**config.mk**
```make
export PLATFORM = sky130hd
export DESIGN_NAME = video_capture
export DESIGN_NICKNAME = d
export VERILOG_FILES = /design/src/rtl/video_pkg.sv /design/src/rtl/sync2.sv /design/src/rtl/video_capture.sv
export SDC_FILE = /design/constraint.sdc
export NUM_CORES = 1
export LEC_CHECK = 0
export ABC_AREA = 1
export CAP_MARGIN = 5
export CORE_MARGIN = 2
export CORE_UTILIZATION = 50
export CTS_BUF_LIST = sky130_fd_sc_hd__clkbuf_16
export DETAILED_ROUTE_END_ITERATION = 6
export PLACE_DENSITY = 0.71
export SLEW_MARGIN = 20
export SYNTH_ARGS = -nofsm -noshare
export SYNTH_HDL_FRONTEND = slang
export SYNTH_HIERARCHICAL = 1
export SYNTH_SLANG_ARGS = --single-unit
```
**constraint.sdc**
```tcl
create_clock -name clk16_i -period 4 [get_ports clk16_i]
set_input_delay 0.6 -clock clk16_i [delete_from_list [all_inputs] [get_ports clk16_i]]
set_output_delay 0.6 -clock clk16_i [all_outputs]
set_load 0.01 [all_outputs]
```
**src/rtl/video_pkg.sv**
```systemverilog
// Shared types and default PET geometry for the video capture path.
package video_pkg;

    typedef enum logic [2:0] {
        StIdle,
        StVskip,
        StHwait,
        StHskip,
        StActive
    } cap_state_e;

    localparam int unsigned PET_H_PIXELS = 320;
    localparam int unsigned PET_V_LINES  = 200;

endpackage

```
**src/rtl/sync2.sv**
```systemverilog
// Two-flop synchronizer for a single asynchronous input.
module sync2 #(
    parameter logic ResetVal = 1'b0
) (
    input  logic clk_i,
    input  logic rst_ni,
    input  logic d_i,
    output logic q_o
);

    logic meta_q;
    logic sync_q;

    // Capture the raw input, then re-register it to settle metastability.
    always_ff @(posedge clk_i or negedge rst_ni) begin
        if (!rst_ni) begin
            meta_q <= ResetVal;
            sync_q <= ResetVal;
        end else begin
            meta_q <= d_i;
            sync_q <= meta_q;
        end
    end

    assign q_o = sync_q;

endmodule

```
**src/rtl/video_capture.sv**
```systemverilog
// PET video stream receiver: finds the visible window from the active-low syncs and packs
// pixels MSB-first into bytes for a frame buffer.
// Optional line watchdog: define VIDEO_CAPTURE_WATCHDOG_EN.
module video_capture
    import video_pkg::*;
#(
    parameter int unsigned H_PIXELS  = PET_H_PIXELS,
    parameter int unsigned V_LINES   = PET_V_LINES,
    parameter int unsigned H_BACK    = 64,
    parameter int unsigned V_BACK    = 20,
    parameter int unsigned ADDR_W    = 13,
    parameter int unsigned H_TIMEOUT = 2048
) (
    input  logic              clk16_i,
    input  logic              reset_ni,
    input  logic              pix_en_i,
    input  logic              h_sync_i,
    input  logic              v_sync_i,
    input  logic              video_i,
    output logic              wr_en_o,
    output logic [ADDR_W-1:0] wr_addr_o,
    output logic [7:0]        wr_data_o,
    output logic              frame_done_o,
    output logic              sync_lost_o
);

    localparam int unsigned PixMax  = (H_PIXELS > H_BACK) ? H_PIXELS : H_BACK;
    localparam int unsigned LineMax = (V_LINES > V_BACK) ? V_LINES : V_BACK;
    localparam int unsigned PixW    = $clog2(PixMax + 1);
    localparam int unsigned LineW   = $clog2(LineMax + 1);

    localparam logic [PixW-1:0]   HBackLast  = PixW'(H_BACK - 1);
    localparam logic [PixW-1:0]   HPixLast   = PixW'(H_PIXELS - 1);
    localparam logic [LineW-1:0]  VBackLast  = LineW'(V_BACK - 1);
    localparam logic [LineW-1:0]  VLinesLast = LineW'(V_LINES - 1);
    localparam logic [ADDR_W-1:0] LineBytes  = ADDR_W'(H_PIXELS / 8);

    logic h_s, v_s, vid_s;
    logic h_prev_q, h_prev_d, v_prev_q, v_prev_d;
    logic h_fall, v_fall;

    cap_state_e        state_q, state_d;
    logic [PixW-1:0]   pix_cnt_q, pix_cnt_d;
    logic [LineW-1:0]  line_cnt_q, line_cnt_d;
    logic [ADDR_W-1:0] addr_q, addr_d;
    logic [ADDR_W-1:0] line_base_q, line_base_d;
    logic [7:0]        shift_q, shift_d;
    logic              wr_en_q, wr_en_d;
    logic [ADDR_W-1:0] wr_addr_q, wr_addr_d;
    logic [7:0]        wr_data_q, wr_data_d;
    logic              frame_done_q, frame_done_d;

    // Syncs idle high, so their synchronizers reset high to avoid a false edge.
    sync2 #(.ResetVal(1'b1)) u_sync_h (
        .clk_i  (clk16_i),
        .rst_ni (reset_ni),
        .d_i    (h_sync_i),
        .q_o    (h_s)
    );

    sync2 #(.ResetVal(1'b1)) u_sync_v (
        .clk_i  (clk16_i),
        .rst_ni (reset_ni),
        .d_i    (v_sync_i),
        .q_o    (v_s)
    );

    sync2 #(.ResetVal(1'b0)) u_sync_vid (
        .clk_i  (clk16_i),
        .rst_ni (reset_ni),
        .d_i    (video_i),
        .q_o    (vid_s)
    );

    // Edges are judged against the level seen at the previous pixel enable.
    always_comb begin
        h_prev_d = pix_en_i ? h_s : h_prev_q;
        v_prev_d = pix_en_i ? v_s : v_prev_q;
        h_fall   = pix_en_i & h_prev_q & ~h_s;
        v_fall   = pix_en_i & v_prev_q & ~v_s;
    end

`ifdef VIDEO_CAPTURE_WATCHDOG_EN
    localparam int unsigned WdW    = $clog2(H_TIMEOUT + 1);
    localparam logic [WdW-1:0] WdLast = WdW'(H_TIMEOUT - 1);
    logic [WdW-1:0] wd_cnt_q, wd_cnt_d;
    logic           sync_lost_q, sync_lost_d;
`endif

    // Capture FSM: window location, pixel packing and byte writes.
    always_comb begin
        state_d      = state_q;
        pix_cnt_d    = pix_cnt_q;
        line_cnt_d   = line_cnt_q;
        addr_d       = addr_q;
        line_base_d  = line_base_q;
        shift_d      = shift_q;
        wr_en_d      = 1'b0;
        wr_addr_d    = wr_addr_q;
        wr_data_d    = wr_data_q;
        frame_done_d = 1'b0;

        // v_sync takes priority over everything, including a coincident h_sync edge.
        if (v_fall) begin
            state_d     = StVskip;
            pix_cnt_d   = '0;
            line_cnt_d  = '0;
            addr_d      = '0;
            line_base_d = '0;
            shift_d     = '0;
        end else if (pix_en_i) begin
            case (state_q)
                StIdle: ;
                StVskip: begin
                    if (h_fall) begin
                        if (line_cnt_q == VBackLast) begin
                            state_d    = StHwait;
                            line_cnt_d = '0;
                        end else begin
                            line_cnt_d = line_cnt_q + 1'b1;
                        end
                    end
                end
                StHwait: begin
                    if (h_fall) begin
                        state_d   = StHskip;
                        pix_cnt_d = '0;
                    end
                end
                StHskip: begin
                    if (pix_cnt_q == HBackLast) begin
                        state_d   = StActive;
                        pix_cnt_d = '0;
                    end else begin
                        pix_cnt_d = pix_cnt_q + 1'b1;
                    end
                end
                StActive: begin
                    if (h_fall) begin
                        // Short line: drop the partial byte, realign to the next line slot.
                        shift_d     = '0;
                        pix_cnt_d   = '0;
                        addr_d      = line_base_q + LineBytes;
                        line_base_d = line_base_q + LineBytes;
                        if (line_cnt_q == VLinesLast) begin
                            state_d    = StIdle;
                            line_cnt_d = '0;
                        end else begin
                            state_d    = StHskip;
                            line_cnt_d = line_cnt_q + 1'b1;
                        end
                    end else begin
                        shift_d = {shift_q[6:0], vid_s};
                        if (pix_cnt_q[2:0] == 3'd7) begin
                            wr_en_d   = 1'b1;
                            wr_addr_d = addr_q;
                            wr_data_d = {shift_q[6:0], vid_s};
                            addr_d    = addr_q + 1'b1;
                        end
                        if (pix_cnt_q == HPixLast) begin
                            pix_cnt_d   = '0;
                            line_base_d = addr_q + 1'b1;
                            if (line_cnt_q == VLinesLast) begin
                                state_d      = StIdle;
                                line_cnt_d   = '0;
                                frame_done_d = 1'b1;
                            end else begin
                                state_d    = StHwait;
                                line_cnt_d = line_cnt_q + 1'b1;
                            end
                        end else begin
                            pix_cnt_d = pix_cnt_q + 1'b1;
                        end
                    end
                end
                default: state_d = StIdle;
            endcase
        end

`ifdef VIDEO_CAPTURE_WATCHDOG_EN
        wd_cnt_d    = wd_cnt_q;
        sync_lost_d = sync_lost_q;
        if (v_fall) begin
            wd_cnt_d    = '0;
            sync_lost_d = 1'b0;
        end else if (h_fall) begin
            wd_cnt_d = '0;
        end else if (pix_en_i && (state_q != StIdle)) begin
            if (wd_cnt_q == WdLast) begin
                state_d      = StIdle;
                pix_cnt_d    = '0;
                line_cnt_d   = '0;
                shift_d      = '0;
                wr_en_d      = 1'b0;
                frame_done_d = 1'b0;
                wd_cnt_d     = '0;
                sync_lost_d  = 1'b1;
            end else begin
                wd_cnt_d = wd_cnt_q + 1'b1;
            end
        end
`endif
    end

    // State and output registers.
    always_ff @(posedge clk16_i or negedge reset_ni) begin
        if (!reset_ni) begin
            h_prev_q     <= 1'b1;
            v_prev_q     <= 1'b1;
            state_q      <= StIdle;
            pix_cnt_q    <= '0;
            line_cnt_q   <= '0;
            addr_q       <= '0;
            line_base_q  <= '0;
            shift_q      <= '0;
            wr_en_q      <= 1'b0;
            wr_addr_q    <= '0;
            wr_data_q    <= '0;
            frame_done_q <= 1'b0;
`ifdef VIDEO_CAPTURE_WATCHDOG_EN
            wd_cnt_q     <= '0;
            sync_lost_q  <= 1'b0;
`endif
        end else begin
            h_prev_q     <= h_prev_d;
            v_prev_q     <= v_prev_d;
            state_q      <= state_d;
            pix_cnt_q    <= pix_cnt_d;
            line_cnt_q   <= line_cnt_d;
            addr_q       <= addr_d;
            line_base_q  <= line_base_d;
            shift_q      <= shift_d;
            wr_en_q      <= wr_en_d;
            wr_addr_q    <= wr_addr_d;
            wr_data_q    <= wr_data_d;
            frame_done_q <= frame_done_d;
`ifdef VIDEO_CAPTURE_WATCHDOG_EN
            wd_cnt_q     <= wd_cnt_d;
            sync_lost_q  <= sync_lost_d;
`endif
        end
    end

    assign wr_en_o      = wr_en_q;
    assign wr_addr_o    = wr_addr_q;
    assign wr_data_o    = wr_data_q;
    assign frame_done_o = frame_done_q;

`ifdef VIDEO_CAPTURE_WATCHDOG_EN
    assign sync_lost_o = sync_lost_q;
`else
    // Timeout limit only matters when the watchdog is built.
    logic unused_h_timeout;
    assign unused_h_timeout = ^H_TIMEOUT;
    assign sync_lost_o      = 1'b0;
`endif

endmodule

```
==> results of run 1 <==
state kept, by name, summed over array words and instances, names as in the netlist:
register and flops:
wr_en_o 1, addr_q 13, pix_cnt_q 9, wr_data_o 8, u_sync_v/q_o 1, state_q 3, u_sync_vid/meta_q 1, line_base_q 13
u_sync_v/meta_q 1, v_prev_q 1, u_sync_h/meta_q 1, frame_done_o 1, h_prev_q 1, shift_q 7, u_sync_vid/q_o 1, wr_addr_o 13
line_cnt_q 8, u_sync_h/q_o 1
through the flow:
| stage | utilization, % | power (W) | setup WS (ns) | instance area [sq um] |
|---|---|---|---|---|
| after global routing | 58.2 | 0.00324 | 0.533 | 5050 |
| final | 58.2 | 0.00300 | 0.870 | 5050 |
| after global placement | 54.7 | 0.00213 | 0.708 | 4750 |
| after detailed placement | 54.7 | 0.00216 | 0.532 | 4750 |
| after CTS | 58.2 | 0.00302 | 0.877 | 5050 |
| after floorplan | - | 0.00193 | 2.34 | 4440 |
worst max path at each step:
stage,startpoint,end,cells after the start
final,pix_en_i,wr_data_o[5],6
after global routing,pix_en_i,wr_data_o[3],6
after CTS,pix_en_i,wr_data_o[5],6
after detailed placement,pix_en_i,wr_data_o[5],6
after global placement,pix_en_i,wr_data_o[4],6
after floorplan,pix_en_i,line_base_q[5],9
cells in the final DEF, fill, tap and decap left out, drive strengths merged:
| cell type | n |
|---|---|
| dfrtp | 78 |
| a31oi | 2 |
| o21bai | 1 |
| nand3 | 66 |
| clkdlybuf4s50 | 27 |
| nor3 | 5 |
| ha | 5 |
| conb | 1 |
| nand3b | 2 |
| o211ai | 2 |
| xor2 | 5 |
| a21oi | 13 |
| xnor2 | 2 |
| buf | 2 |
| nand2 | 179 |
| clkbuf | 9 |
| bufinv | 1 |
| nand4 | 17 |
| clkinv | 3 |
| clkinvlp | 1 |
| nor2 | 48 |
| inv | 71 |
| dfstp | 6 |
| o21ai | 68 |
logic make-up after synthesis:
group | after synthesis | synth area share [%]
other | 1 | 0.0845
XOR/XNOR | 7 | 1.38
buffers and inverters | 88 | 8.31
flip-flops | 84 | 47.5
AND/OR/NAND/NOR | 317 | 30.9
AO/OA/AOI/OAI | 86 | 10.4
adder cells (fa/ha/maj) | 5 | 1.41
worst reg2reg max path, cell delays in order (launching register included):
cell and delay, ns:
sky130_fd_sc_hd__dfstp_2 0.51, sky130_fd_sc_hd__inv_1 0.06, sky130_fd_sc_hd__nand3_2 0.37, sky130_fd_sc_hd__nand2_2 0.16
sky130_fd_sc_hd__inv_2 0.23, sky130_fd_sc_hd__nand4_2 0.73, sky130_fd_sc_hd__o21ai_0 0.46
power by group:
group          leakage (nW)  switching [W]  internal [W]
Combinational          1.26       0.000604      0.000303
Sequential             1.08       0.000200       0.00106
Clock                 0.148       0.000346      0.000488
metal layers:
metal | GRT usage, % | vias to the layer above | share of wire [%] | routed length, um
li1 | - | 1938 | - | -
met1 | 28.2 | 1794 | 47 | 4390
met2 | 33.4 | 110 | 46 | 4320
met3 | 3.94 | 15 | 5.2 | 486
met4 | 7.80 | 0 | 2.1 | 197
met5 | 0 | - | 0 | 0
final cells by class:
type | count | area, sq um
well taps | 108 | 135
repair buffers | 29 | 289
multi-input cells | 416 | 1960
flip-flops and latches | 84 | 2110
clock inverters | 7 | 76.3
clock buffers | 9 | 225
fillers | 816 | 3620
inverters | 69 | 259
==> results list, run 1 <==
* Result of the run: completed
* Number of input and output port buffers inserted: 28
- Reg2Reg Launch Point: u_sync_v/q_o
* Critical Path Sink Type: register
- Async set-or-reset flop fraction in the synthesized netlist: 100%
- The count of final hold-check violations is 0.
- EDFF count, synth: 0
- Max-cap violations in this run came to 0.
- Number of antenna violations at the first check in global routing: 0
- Number of design rule violations left after detail routing: 0
* Peak supply drop: 0.351 mV
- Max-slew violation total from the final report: 0
- Insertion delay of the later-clocked pin in the worst-skew pair: 0.34 ns
- Sequential-to-total area share from yosys stat: 47.5%
- The endpoint identified for the worst register-to-register timing path is wr_data_o[5].
- Max Fclk: 320 MHz
* Worst reg2reg setup slack: 1.38 ns
- After global routing the overflow that remains totals 0.
* Core area: 8680 sq um
- Including well taps, the total number of placed cells is 706.
- Max stage delay on crit path: 0.73 ns
* Synthesized cell area: 4440 sq um
* Die ar.: 9650 sq um
- Once detail routing completed, the nets flagged for antenna violations numbered 0.
* # Post-CTS Setup Buffers: 0
- Detailed placer's ending HPWL: 6570 um
- Count of clock tree sinks: 84
* Hold slack: 0.304 ns
- The first TritonRoute pass finished after 5 iterations.
* CP bufs+invs: 2
- Count of different cell masters after synthesis: 31
* Largest area contributor in the netlist: sky130_fd_sc_hd__dfrtp_1
- Power spread over the standard cell area amounts to 594 nW/um^2.
- The worst setup path is of the primary input to register kind.
* Total clock buffers created by CTS: 9
- Along the worst path, the maximum fanout reaches 42.
- Floorplan die width: 98.2 um
* Setup TNS: 0 ns
- Number of synthesized register bits: 84
- Commonest cells in the netlist: sky130_fd_sc_hd__nand2_1, sky130_fd_sc_hd__dfrtp_1, sky130_fd_sc_hd__inv_1, sky130_fd_sc_hd__nand3_1, sky130_fd_sc_hd__o21ai_0
* HP Class: primary input to asynchronous set/reset pin
- The worst path needs 3.13 ns of the cycle, external delays included.
* Clock tree from TritonCTS: built
- On the critical path, the stage with the largest delay is an instance of sky130_fd_sc_hd__nand4_2.
* Syn Nets: 599
- Total wirelength of the detailed-routed design: 9400 um
* Number of failing setup endpoints in the final timing report: 0
* Worst rel slew slack: 39.6%
* Clock skew after layout: 0.00612 ns
- Measured in cells, the most critical reg-to-reg path has a length of 6.
* Die Span Y: 98.2 um
* Transition time at the pin with the least slew margin: 0.905 ns
- Relative to the synthesized area, the layout overhead comes to 13.9%.
* Initial Util: 51.2%
- Quantity of gates resized following cts: 0
- Among cell families on the critical path, the largest total delay comes from simple AND/OR/NAND/NOR gates.
- In the finished design, the share of the clock period the worst path needs comes to 78.2%.
- H-tree level count: 3
- Counting along the longest clock path gives a buffer depth of 2.
* Proportion of netlist area held by the largest area contributor: 44.0%
- After floorplanning, the core was divided into 34 placement rows.
- For this run, the post-layout net count is 620.
- 30 I/O pins were placed.
* Hold buffers post-CTS: 0
- Clock-pin slew was measured on the worst setup and hold paths at 0.06 ns.
- The worst setup path is launched from a primary input.
- By instance count, the leading cell after synthesis is sky130_fd_sc_hd__nand2_1.
- Setup repair after global routing left no endpoint under its margin.
- In this run, the number of DRC markers left after iteration 0 of detailed routing was 200.
* RePlAce Congestion: 0.911
- Leakage power: 2.49 nW
- Vias per cell: 5.34
* Syn Inst Count: 588
* Via count of the first global-routing pass: 3585
- STA puts the critical path data required time at 4.23 ns.
- After the flow finishes, the layout carries non-filler instances totaling 722.
- Root cell of the clock tree: sky130_fd_sc_hd__clkbuf_16
- WL per Instance: 13.0 um
- Yosys attributes the largest share of cell area to sky130_fd_sc_hd__dfrtp_1, sky130_fd_sc_hd__nand2_1, sky130_fd_sc_hd__nand3_1.
- Synthesized area per cell: 7.55 sq um
* Via Count: 3857
- Most used DFF post-synth: sky130_fd_sc_hd__dfrtp_1
- # diodes: 0
- GR Util All Layers: 20.8%
- Worst path arrival time: 3.36 ns
- Yosys synthesis warning count: 6
* Cells along the critical path: clkdlybuf4s50_1 > nand3_2 > nand2_2 > inv_2 > nand4_2 > o21ai_0
- Share of cells above drive strength 1: 6.19%
- Entering global routing, the biggest net connects 85 pins.
- The first global-routing pass estimated 16400 um of wire.
Note: power is estimated with default switching activity, not from simulation.
==> inputs of run 2 (changes only) <==
--- a/config.mk
+++ b/config.mk
@@ -11,7 +11,7 @@
 export CORE_UTILIZATION = 50
 export CTS_BUF_LIST = sky130_fd_sc_hd__clkbuf_16
 export DETAILED_ROUTE_END_ITERATION = 6
-export PLACE_DENSITY = 0.71
+export PLACE_DENSITY = 0.74
 export SLEW_MARGIN = 20
 export SYNTH_ARGS = -nofsm -noshare
 export SYNTH_HDL_FRONTEND = slang
==> constraint.sdc (replaced) <==
create_clock -name clk16_i -period 2.7 [get_ports clk16_i]
set_input_delay 0.405 -clock clk16_i [delete_from_list [all_inputs] [get_ports clk16_i]]
set_output_delay 0.405 -clock clk16_i [all_outputs]
set_load 0.01 [all_outputs]
==> results list, run 2 (synthesized netlist as in run 1, its figures left out) <==
* Result of the run: completed
- For this design the top-level I/O count stands at 30.
- CP bufs+invs: 3
* Hold buffers post-CTS: 0
- Most common cell after layout, fill and taps aside: sky130_fd_sc_hd__nand2_1
- STA classifies the critical path startpoint as a primary input.
* H-tree level count: 3
- Number of input and output port buffers inserted: 28
- Once the clock tree was built, the setup fixing pass inserted 0 buffers.
* Root cell of the clock tree: sky130_fd_sc_hd__clkbuf_16
* Commonest cells after routing, fill and taps aside: sky130_fd_sc_hd__nand2_1, sky130_fd_sc_hd__dfrtp_1, sky130_fd_sc_hd__inv_1, sky130_fd_sc_hd__nand3_1, sky130_fd_sc_hd__o21ai_0
- The worst-case IR drop observed on VDD is 0.423 mV.
- For the pin with the worst max-slew slack, the measured transition is 0.539 ns.
* Max Fclk: 456 MHz
- Sum of overflow across all layers after global routing: 0
- Count of clock tree sinks: 84
* Total clock buffers created by CTS: 9
- Initial Util: 51.2%
- The routed layout has 3842 vias.
* Worst path arrival time: 2.45 ns
* Number of failing setup endpoints in the final timing report: 0
* Worst rel slew slack: 64.0%
- For this block, the routed nets add up to 9680 um of wire.
* Area growth from synthesis to layout: 16.0%
- In the final layout, the share of cells above drive strength 1 is 7.70%.
- The core region is 8680 sq um.
- Required time of the worst setup path: 2.96 ns
- Via count of the first global-routing pass: 3868
- TritonCTS built the clock tree.
* Final hold violation count: 0
* Number of design rule violations left after detail routing: 0
- Global routing consumed, over all layers together, 22.0% of the routing resources.
* # diodes: 0
- Switch share: 38.1%
* Power share of the sequential group: 41.8%
- The clock arrives with 0.00702 ns of skew.
- Number of antenna violations at the first check in global routing: 0
- The min-delay analysis places its worst path in the category primary input to asynchronous set/reset pin.
- Insertion delay of the later-clocked pin in the worst-skew pair: 0.34 ns
- Counting stages on the worst path, the most repeated cell is sky130_fd_sc_hd__o21ai_0.
- Pin count of the biggest net entering global routing: 48
* Slowest library cell on the worst path: sky130_fd_sc_hd__clkdlybuf4s50_1
* Leakage power: 2.54 nW
* Part of the cycle the worst path needs: 81.3%
- Dividing the detail-routed wire length by the instance count gives 13.2 um.
* Critical Path Sink Type: register
* 1st-iter DRT viols: 256
* Detailed placer's ending HPWL: 6930 um
* Detailed-routing iteration count for the pre-antenna-repair pass: 5
- Walking the worst path, the cells encountered are clkdlybuf4s50_1 > nand3_2 > buf_4 > clkinv_1 > o21ai_0 > o21ai_0 > o21ai_1.
- The first global-routing pass estimated 17500 um of wire.
- Die ar.: 9650 sq um
- Vias per cell: 5.26
- In this run, post-CTS repair resized a total of 0 instances.
- Clock tree buffer depth: 2
- Setup repair after global routing left no endpoint under its margin.
* Maximum fanout along the worst path: 25
- Number of rows created at floorplan: 34
- Internal power component: 0.00276 W
* Top cell family by delay on the critical path: buffers and inverters
* CP Class: primary input to register
* Die Span Y: 98.2 um
- RePlAce Congestion: 0.884
- Of the total power, combinational logic draws 30.1%.
- In this run the horizontal extent of the chip is 98.2 um.
- For this run, the slowest stage of the critical path takes 0.51 ns.
- In this run the remaining antenna-violating nets after routing total 0.
- The routed design could run at a clock period as short as 2.19 ns.
* NetSw: 0.00170 W
* Total number of nets in the final design: 629
* Clock network power share: 28.1%
- In this run the power density over the cells is 868 nW/um^2.
- Setup TNS: 0 ns
* Max-cap check violation count: 0
* Clock input transition at the sequential cells of the worst setup and hold paths: 0.06 ns
- Summing internal, switching and leakage power gives 0.00447 W.
* Max-slew violation total from the final report: 0
## run 2: cell types whose count changed in the layout (fill, tap and decap cells not counted), sizes merged
| cell | delta |
|---|---|
| inv | +1 |
| buf | +9 |
| clkinv | -1 |
## run 2: layout make-up
type | instances | area, sq um
Tap cell | 108 | 135
Sequential cell | 84 | 2110
Inverter | 69 | 259
Multi-Input combinational cell | 416 | 1960
Timing Repair Buffer | 38 | 378
Clock buffer | 9 | 225
Clock inverter | 7 | 80.1
Fill cell | 782 | 3530
## run 2: worst paths after layout
check	from	endpoint	slack [ns]	cells after the start
max in group asynchronous	reset_ni	pix_cnt_q[6]	2.04	2
max	pix_en_i	addr_q[5]	0.51	7
min	reset_ni	wr_addr_o[6]	0.04	1
max reg2reg	u_sync_v/q_o	addr_q[5]	0.57	7
min in group clk16_i	u_sync_vid/meta_q	u_sync_vid/q_o	0.36	0
min reg2reg	u_sync_vid/meta_q	u_sync_vid/q_o	0.36	0
## run 2: power groups by stage
stage / sequential (W) / combinational, W / clock [W]
after global routing: 0.00192 / 0.00157 / 0.00134
after global placement: 0.00187 / 0.00129 / 0
after floorplan: 0.00180 / 0.00106 / 0
after detailed placement: 0.00188 / 0.00133 / 0
final: 0.00187 / 0.00135 / 0.00126
after CTS: 0.00187 / 0.00134 / 0.00129
## run 2: layer usage
metal	part of all wire (%)	global-route usage [%]	vias up
li1	-	-	1955
met1	45	28.0	1777
met2	50	37.5	100
met3	4.3	5.01	10
met4	0.76	6.74	0
met5	0	0	-
## run 2: metrics by stage
stage               cells  instance area, sq um  hold slack, ns  worst slack [ns]  util [%]
floorplan             588                  4440           0.109              1.11         -
CTS                   731                  5150          0.0571             0.595      59.3
finish                731                  5150          0.0383             0.506      59.3
global route          731                  5150          0.0740             0.384      59.3
detailed placement    715                  4840           0.340             0.242      55.8
global placement      715                  4840           0.344             0.221      55.8
